File: config.mk
export PLATFORM = sky130hd
export DESIGN_NAME = addsub_pipe
export DESIGN_NICKNAME = d
export VERILOG_FILES = /design/src/rtl/addsub_pipe.sv
export SDC_FILE = /design/constraint.sdc
export NUM_CORES = 1
export LEC_CHECK = 0
export ABC_AREA = 1
export BUFFER_PORTS_ARGS = -buffer_cell sky130_fd_sc_hd__buf_2
export CAP_MARGIN = 20
export CORE_ASPECT_RATIO = 0.7
export CORE_MARGIN = 3
export CORE_UTILIZATION = 40
export CTS_BUF_LIST = sky130_fd_sc_hd__clkbuf_4 sky130_fd_sc_hd__clkbuf_8
export DETAILED_ROUTE_END_ITERATION = 10
export PLACE_DENSITY_LB_ADDON = 0.1
export SLEW_MARGIN = 20
export SYNTH_ARGS = -nofsm -noshare
export SYNTH_HDL_FRONTEND = slang
export SYNTH_SLANG_ARGS = --single-unit
File: constraint.sdc
create_clock -name clk -period 1.7 [get_ports clk]
set_input_delay 0.34 -clock clk [delete_from_list [all_inputs] [get_ports clk]]
set_output_delay 0.34 -clock clk [all_outputs]
set_load 0.005 [all_outputs]
File: src/rtl/addsub_pipe.sv
// Two-stage valid/ready add/subtract pipeline with a count of consumed result beats.
// Optional macro ADDSUB_SAT_EN clamps a subtract that underflows (A < B) to X = 0.
module addsub_pipe #(
  parameter int DATA_WIDTH = 4,
  parameter int CNT_WIDTH  = 16
) (
  input  logic                  clk,
  input  logic                  rst,
  input  logic                  in_valid,
  output logic                  in_ready,
  input  logic                  op,
  input  logic [DATA_WIDTH-1:0] A,
  input  logic [DATA_WIDTH-1:0] B,
  output logic                  out_valid,
  input  logic                  out_ready,
  output logic [DATA_WIDTH:0]   X,
  output logic                  borrow,
  output logic                  zero,
  output logic [CNT_WIDTH-1:0]  txn_count
);

  // Handshake: a beat moves across an interface on a rising edge where its
  // valid and ready are both 1; a producer holds its beat until that happens.
  logic                  s1_valid_q, s1_valid_d;
  logic                  s1_op_q, s1_op_d;
  logic [DATA_WIDTH-1:0] s1_a_q, s1_a_d;
  logic [DATA_WIDTH-1:0] s1_b_q, s1_b_d;
  logic                  out_valid_q, out_valid_d;
  logic [DATA_WIDTH:0]   x_q, x_d;
  logic                  borrow_q, borrow_d;
  logic                  zero_q, zero_d;
  logic [CNT_WIDTH-1:0]  txn_count_q, txn_count_d;

  logic                  s2_adv;
  logic                  in_ready_int;
  logic [DATA_WIDTH:0]   sum;
  logic [DATA_WIDTH:0]   diff;
  logic [DATA_WIDTH:0]   x_next;
  logic                  borrow_next;

  always_comb begin
    s2_adv       = !out_valid_q || out_ready;
    in_ready_int = !rst && (!s1_valid_q || s2_adv);

    sum         = {1'b0, s1_a_q} + {1'b0, s1_b_q};
    diff        = {1'b0, s1_a_q} - {1'b0, s1_b_q};
    borrow_next = s1_op_q && (s1_a_q < s1_b_q);
    x_next      = s1_op_q ? diff : sum;
`ifdef ADDSUB_SAT_EN
    if (borrow_next) begin
      x_next = '0;
    end
`endif

    s1_valid_d  = s1_valid_q;
    s1_op_d     = s1_op_q;
    s1_a_d      = s1_a_q;
    s1_b_d      = s1_b_q;
    out_valid_d = out_valid_q;
    x_d         = x_q;
    borrow_d    = borrow_q;
    zero_d      = zero_q;
    txn_count_d = txn_count_q;

    // Result fields only change when a new beat lands, so they stay stable under stall.
    if (s2_adv) begin
      out_valid_d = s1_valid_q;
      if (s1_valid_q) begin
        x_d      = x_next;
        borrow_d = borrow_next;
        zero_d   = (x_next == '0);
      end
    end

    if (in_ready_int) begin
      s1_valid_d = in_valid;
      if (in_valid) begin
        s1_op_d = op;
        s1_a_d  = A;
        s1_b_d  = B;
      end
    end

    if (out_valid_q && out_ready) begin
      txn_count_d = txn_count_q + CNT_WIDTH'(1);
    end
  end

  always_ff @(posedge clk) begin
    if (rst) begin
      s1_valid_q  <= 1'b0;
      s1_op_q     <= 1'b0;
      s1_a_q      <= '0;
      s1_b_q      <= '0;
      out_valid_q <= 1'b0;
      x_q         <= '0;
      borrow_q    <= 1'b0;
      zero_q      <= 1'b0;
      txn_count_q <= '0;
    end else begin
      s1_valid_q  <= s1_valid_d;
      s1_op_q     <= s1_op_d;
      s1_a_q      <= s1_a_d;
      s1_b_q      <= s1_b_d;
      out_valid_q <= out_valid_d;
      x_q         <= x_d;
      borrow_q    <= borrow_d;
      zero_q      <= zero_d;
      txn_count_q <= txn_count_d;
    end
  end

  assign in_ready  = in_ready_int;
  assign out_valid = out_valid_q;
  assign X         = x_q;
  assign borrow    = borrow_q;
  assign zero      = zero_q;
  assign txn_count = txn_count_q;

endmodule

Word-level counts from Yosys, hierarchy flattened
Index checks and enable logic that the tools add are counted.
- add/sub/neg operators: 3
- order comparisons: 1
- muxes and demuxes: 1
- reductions and logical operators: 11
- operator list (kind ; number):
    $add A16 B1 Y16 const B ; 1
    $add A4 B4 Y5 ; 1
    $logic_not A5 Y1 ; 1
    $mux W5 ; 1
    $sub A4 B4 Y5 ; 1
    $lt A4 B4 Y1 ; 1
    $reduce_and A2 Y1 ; 2
    $logic_and A1 B1 Y1 ; 3
    $logic_not A1 Y1 ; 3
    $logic_or A1 B1 Y1 ; 2
- register bits: 34
- input bits: 13
- output and inout bits: 25

Longest topological paths before layout
- depth after elaboration: 5
- depth in mapped cells: 12
- gate-level depth less buffers: 12

Least setup slack after synthesis
Ideal clock, no wire load.
- path kind: reg2reg
- start point: register s1_a_q[0]
- end point: register zero_q, in the netlist zero
- data arrival time: 1.583 ns
- required time: 1.629 ns
- slack: 0.046 ns
- cell stages (with the launch flop): 12
- path buffers: 0
- path through: dfxtp_1 inv_1 ha_1 fa_1 inv_1 nand2_1 o21ai_0 nor2_1 nand2_1 nor2_1 nand2_1 a21oi_1
- word-level cells in the longest chain between the ends: 3
- elaborated cells on any way between the ends: 4
- ends and longest elaborated chain (element ; line ; text):
    from (decl) ; 26 ; logic [DATA_WIDTH-1:0] s1_a_q, s1_a_d;
    from (signal assigned) ; 93 ; s1_a_q <= '0;
    from (signal assigned) ; 103 ; s1_a_q <= s1_a_d;
    $add A4 B4 Y5 or $sub A4 B4 Y5 (tied branches) ; 45, 46 ;
    $mux W5 * ; 48 ; x_next = s1_op_q ? diff : sum;
    $logic_not A5 Y1 * ; 71 ; zero_d = (x_next == '0);
    to (signal assigned) ; 108 ; zero_q <= zero_d;
    to (decl) ; 31 ; logic zero_q, zero_d;
Every way passes the cells marked *; elsewhere a longest branch is shown, timed or not.
A chain may end at the register's enable or synchronous reset.

Worst setup path after layout
Ends and elaborated chain as after synthesis.

==> results list <==
- The run finished with clean final reports.
- Leakage power: 1.036 nW
- Endpoint of the worst-slack reg-to-reg timing path: zero
- Counting along the longest clock path gives a buffer depth of 2.
- STA classifies the critical path startpoint as a flip-flop.
- Post-detail-place hpwl: 2.877 mm
- TritonCTS created 5 clock buffers.
- The library cell used most frequently in the layout, excluding fill and tap cells, is sky130_fd_sc_hd__nand2_1.
- Leading cell types in the layout, fill and taps excluded: 57 x sky130_fd_sc_hd__nand2_1, 37 x sky130_fd_sc_hd__buf_2, 32 x sky130_fd_sc_hd__dfxtp_1
- CTS built an H-tree with a depth of 2.
* Post-detailed-route count of antenna-violating nets: 0
* Number of sinks driven by the clock tree: 34
- Final count of hold timing violations: 0
- Measured slew at the worst slew-check pin: roughly 0.37 ns
* Number of max-cap violations: 0
- After filler insertion, the fill cell instance count of the layout stands at 423.
* Worst setup path category: flip-flop to flip-flop
- The first routing iteration left 90 violations.
- For the worst-skew pair, the clock arrives at the later sink with an insertion delay of around 0.3 ns.
- Entering global routing, the biggest net connects 19 pins.
* Net Switching: 473.7 µW
- Post-detailed-route wirelength per cell: 11.49 µm
* Portion of total power attributed to combinational logic: ~14%
- Synthesized instance count: 240
- Post-synthesis to final-layout area growth: 21.99%
* Routed via count: 1604
- Total routed wirelength: 3.894 mm
- Final critical-path share of the clock period: 98.98%
- For the final database, setup skew stands at ~0.0062 ns.
- Yosys mapped the design onto 31 distinct sky130hd cell types.
- STA classifies the critical path endpoint as a flip-flop.
* Sequential Power Share: 49.0%
- The die is 61.92 µm tall.
- Share of final-layout standard cells stronger than drive strength 1: between 20% and 30%
- Final setup TNS: 0 ns
- In this run the clock root is driven by a sky130_fd_sc_hd__clkbuf_8.
* Total of hold buffers inserted after clock tree synthesis: 0
- First drt pass iteration count: 4
- The floorplan step set the die width to 85.88 µm.
* Total Power Consumption: 1.749 mW
* Global-route wire length before repair: 6.320 mm
- The number of antenna diodes in the final layout is 0.
- Data arrival time of the critical path: roughly 1.9 ns
- Static timing analysis puts the maximum clock frequency at 594.3 MHz.
- Library cell with the largest summed area after synthesis: sky130_fd_sc_hd__dfxtp_1
- The worst register-to-register path has a depth of 11.
* Clock transition time at the flip-flop clock pins of the worst setup and hold paths: about 0.07 ns
- Summing the sequential cell areas from Yosys gives a little under two fifths of the chip area.
* VDD IR-drop max: 490.4 µV
* Minimum setup slack in the final design: 0.01734 ns
- For this design the ratio of total power to cell area is roughly 800 nW/µm².
* Synthesized Nets: roughly 270
- Average size of a mapped cell: 7.445 µm²
- The worst hold path was traced through 3 stages.
- Remaining DRCs: 0
- The congestion estimate from routability-driven global placement came to between 0.8 and 0.9.
* Drt via density: 4.732
* Crit-path max FO: 2
- PortBufs: 37
* Slew Viols, Final: 0
- Fraction of power consumed by the clock network: 37.0%
- Core Box Area: between 4000 and 5000 µm²
* Total gr overflow: 0
- For this run, the post-layout net count is 311.
- Hold is met by 0.2407 ns.
- Worst reg-to-reg setup slack: approximately 0.017 ns
- Crit path required time: approximately 1.9 ns
- Counting flops and latches in the post-synthesis netlist gives 34.
* GR Util All Layers: between 10% and 20%
- In this run the critical register-to-register path is launched from s1_a_q[0].
- Tightest slew margin relative to the limit: 75.31%
- Final critical-path required period: 1.683 ns
* Number of top-level design ports: 38
* Area share of the leading cell type in the synthesized netlist: 38.10%
* Number of global-route vias before repair: 1369
- Sorting the synthesized cells by area gives the leading types as sky130_fd_sc_hd__dfxtp_1 38%, sky130_fd_sc_hd__nand2_1 12%, sky130_fd_sc_hd__ha_1 7.0%, sky130_fd_sc_hd__inv_1 6.3%, sky130_fd_sc_hd__a21oi_1 5.0%.
- Setup repair after global routing missed its margin: yes
- In this run the worst setup path begins at s1_a_q[0].
* Cell area after technology mapping: 1787 µm²
* Yosys warns: 0
* Std-Cell Rows: 19
- In this run switching power makes up 27.08% of total power.
* Int Pwr: 1.276 mW
- TritonCTS clock tree: done
- OpenSTA, run right after detailed placement, puts the worst setup slack at -0.005708 ns.
* Effective utilization at floorplan: a little over two fifths
- Setup violations remaining at the end of the flow were counted as 0.
- Antenna violations before repair: 0
- Type of the worst min-delay path: input pin to flip-flop
- The die covers 5317 µm².
* End point of the critical path: zero
==> cell usage after synthesis <==
library cell                n
sky130_fd_sc_hd__a31oi_1    1
sky130_fd_sc_hd__nand3_2    1
sky130_fd_sc_hd__nand2_2    3
sky130_fd_sc_hd__ha_1      10
sky130_fd_sc_hd__nand2_1   57
sky130_fd_sc_hd__a21oi_1   18
sky130_fd_sc_hd__nand3_1   12
sky130_fd_sc_hd__xor2_1     2
sky130_fd_sc_hd__nor2_4     4
sky130_fd_sc_hd__nand3_4    1
sky130_fd_sc_hd__nor2_1    21
sky130_fd_sc_hd__buf_2      1
sky130_fd_sc_hd__dfxtp_1   34
sky130_fd_sc_hd__nand4_1    1
sky130_fd_sc_hd__o31ai_1    6
sky130_fd_sc_hd__and3_2     1
sky130_fd_sc_hd__clkbuf_1   1
sky130_fd_sc_hd__nand3b_1   1
sky130_fd_sc_hd__inv_2      3
sky130_fd_sc_hd__nor2_2     2
sky130_fd_sc_hd__o21ai_1    3
sky130_fd_sc_hd__fa_1       2
sky130_fd_sc_hd__inv_4      1
sky130_fd_sc_hd__o21a_1     1
sky130_fd_sc_hd__nor3_1     4
sky130_fd_sc_hd__nor3b_1    1
sky130_fd_sc_hd__inv_1     30
sky130_fd_sc_hd__buf_6      2
sky130_fd_sc_hd__nor3_4     1
sky130_fd_sc_hd__or2_2      1
sky130_fd_sc_hd__o21ai_0   14
==> metrics by stage <==
step / instance area (µm²) / instances / utilization [%]
finish: 2180 / 339 / 53.00
global route: 2180 / 339 / 53.00
CTS: 2132 / 337 / 51.84
detailed placement: 2036 / 329 / 49.50
global placement: 2036 / 329 / 49.50
floorplan: 1787 / 240 / -
==> kinds of logic after synthesis <==
family | count (synthesis) | synth area share [%]
compound gates | 43 | 13.10
xor+xnor | 2 | 0.9806
buf+inv | 38 | 9.033
fa+ha+maj | 12 | 9.244
flops | 34 | 38.10
simple gates | 111 | 29.55
==> state kept, by name, summed over array words and instances (netlist names) <==
signal,flops
s1_b_q,4
zero,1
borrow,1
out_valid,1
s1_a_q,4
txn_count,16
s1_valid_q,1
s1_op_q,1
X,5
==> critical path, stage by stage, from the launching register on <==
cell and delay [ns]:
sky130_fd_sc_hd__dfxtp_2 0.36, sky130_fd_sc_hd__inv_2 0.06, sky130_fd_sc_hd__ha_4 0.15, sky130_fd_sc_hd__fa_1 0.47
sky130_fd_sc_hd__inv_1 0.04, sky130_fd_sc_hd__nand2_1 0.06, sky130_fd_sc_hd__o21ai_2 0.06, sky130_fd_sc_hd__nor2_1 0.11
sky130_fd_sc_hd__nand2_1 0.05, sky130_fd_sc_hd__nor2_1 0.08, sky130_fd_sc_hd__nand2_1 0.06, sky130_fd_sc_hd__a21oi_1 0.13
==> worst min-delay path by stage <==
stage / startpoint / end / slack, ns
finish: op / s1_op_q / 0.24
floorplan: A[0] / s1_a_q[0] / 0.45
global placement: X[1] / X[1] / 0.46
global route: op / s1_op_q / 0.26
detailed placement: X[1] / X[1] / 0.46
CTS: B[2] / s1_b_q[2] / 0.23
==> layer usage <==
metal	share of wire [%]	GRT usage, %	wire length, µm	vias up
li1	-	-	-	866
met1	55	22.67	2161	694
met2	37	20.64	1431	38
met3	6.0	4.611	235	6
met4	1.7	9.481	65	0
met5	0	0	0	-
==> timing repair <==
action                                  in CTS  in global routing
pin swaps                                    1                  4
buffers inserted                             0                  2
resized for setup                            1                  9
hold endpoints to repair                     0                  0
endpoints found under the setup margin       1                  3
==> power by group through the flow <==
stage	combinational [mW]	sequential [mW]	clock, mW
floorplan	0.154	0.869	0
global placement	0.228	0.872	0
detailed placement	0.228	0.872	0
CTS	0.229	0.854	0.669
global route	0.279	0.861	0.703
finish	0.244	0.858	0.647
==> area by class of cell <==
cell class,instances,area [µm²],share of cell area [%]
multi-input cells,168,973.4,44.66
flip-flops and latches,34,685.7,31.46
repair buffers,43,230.2,10.56
inverters,34,130.1,5.970
clock buffers,7,90.09,4.133
well taps,52,65.06,2.985
clock inverters,1,5.005,0.2296
Power figures use the tool's default switching activity.
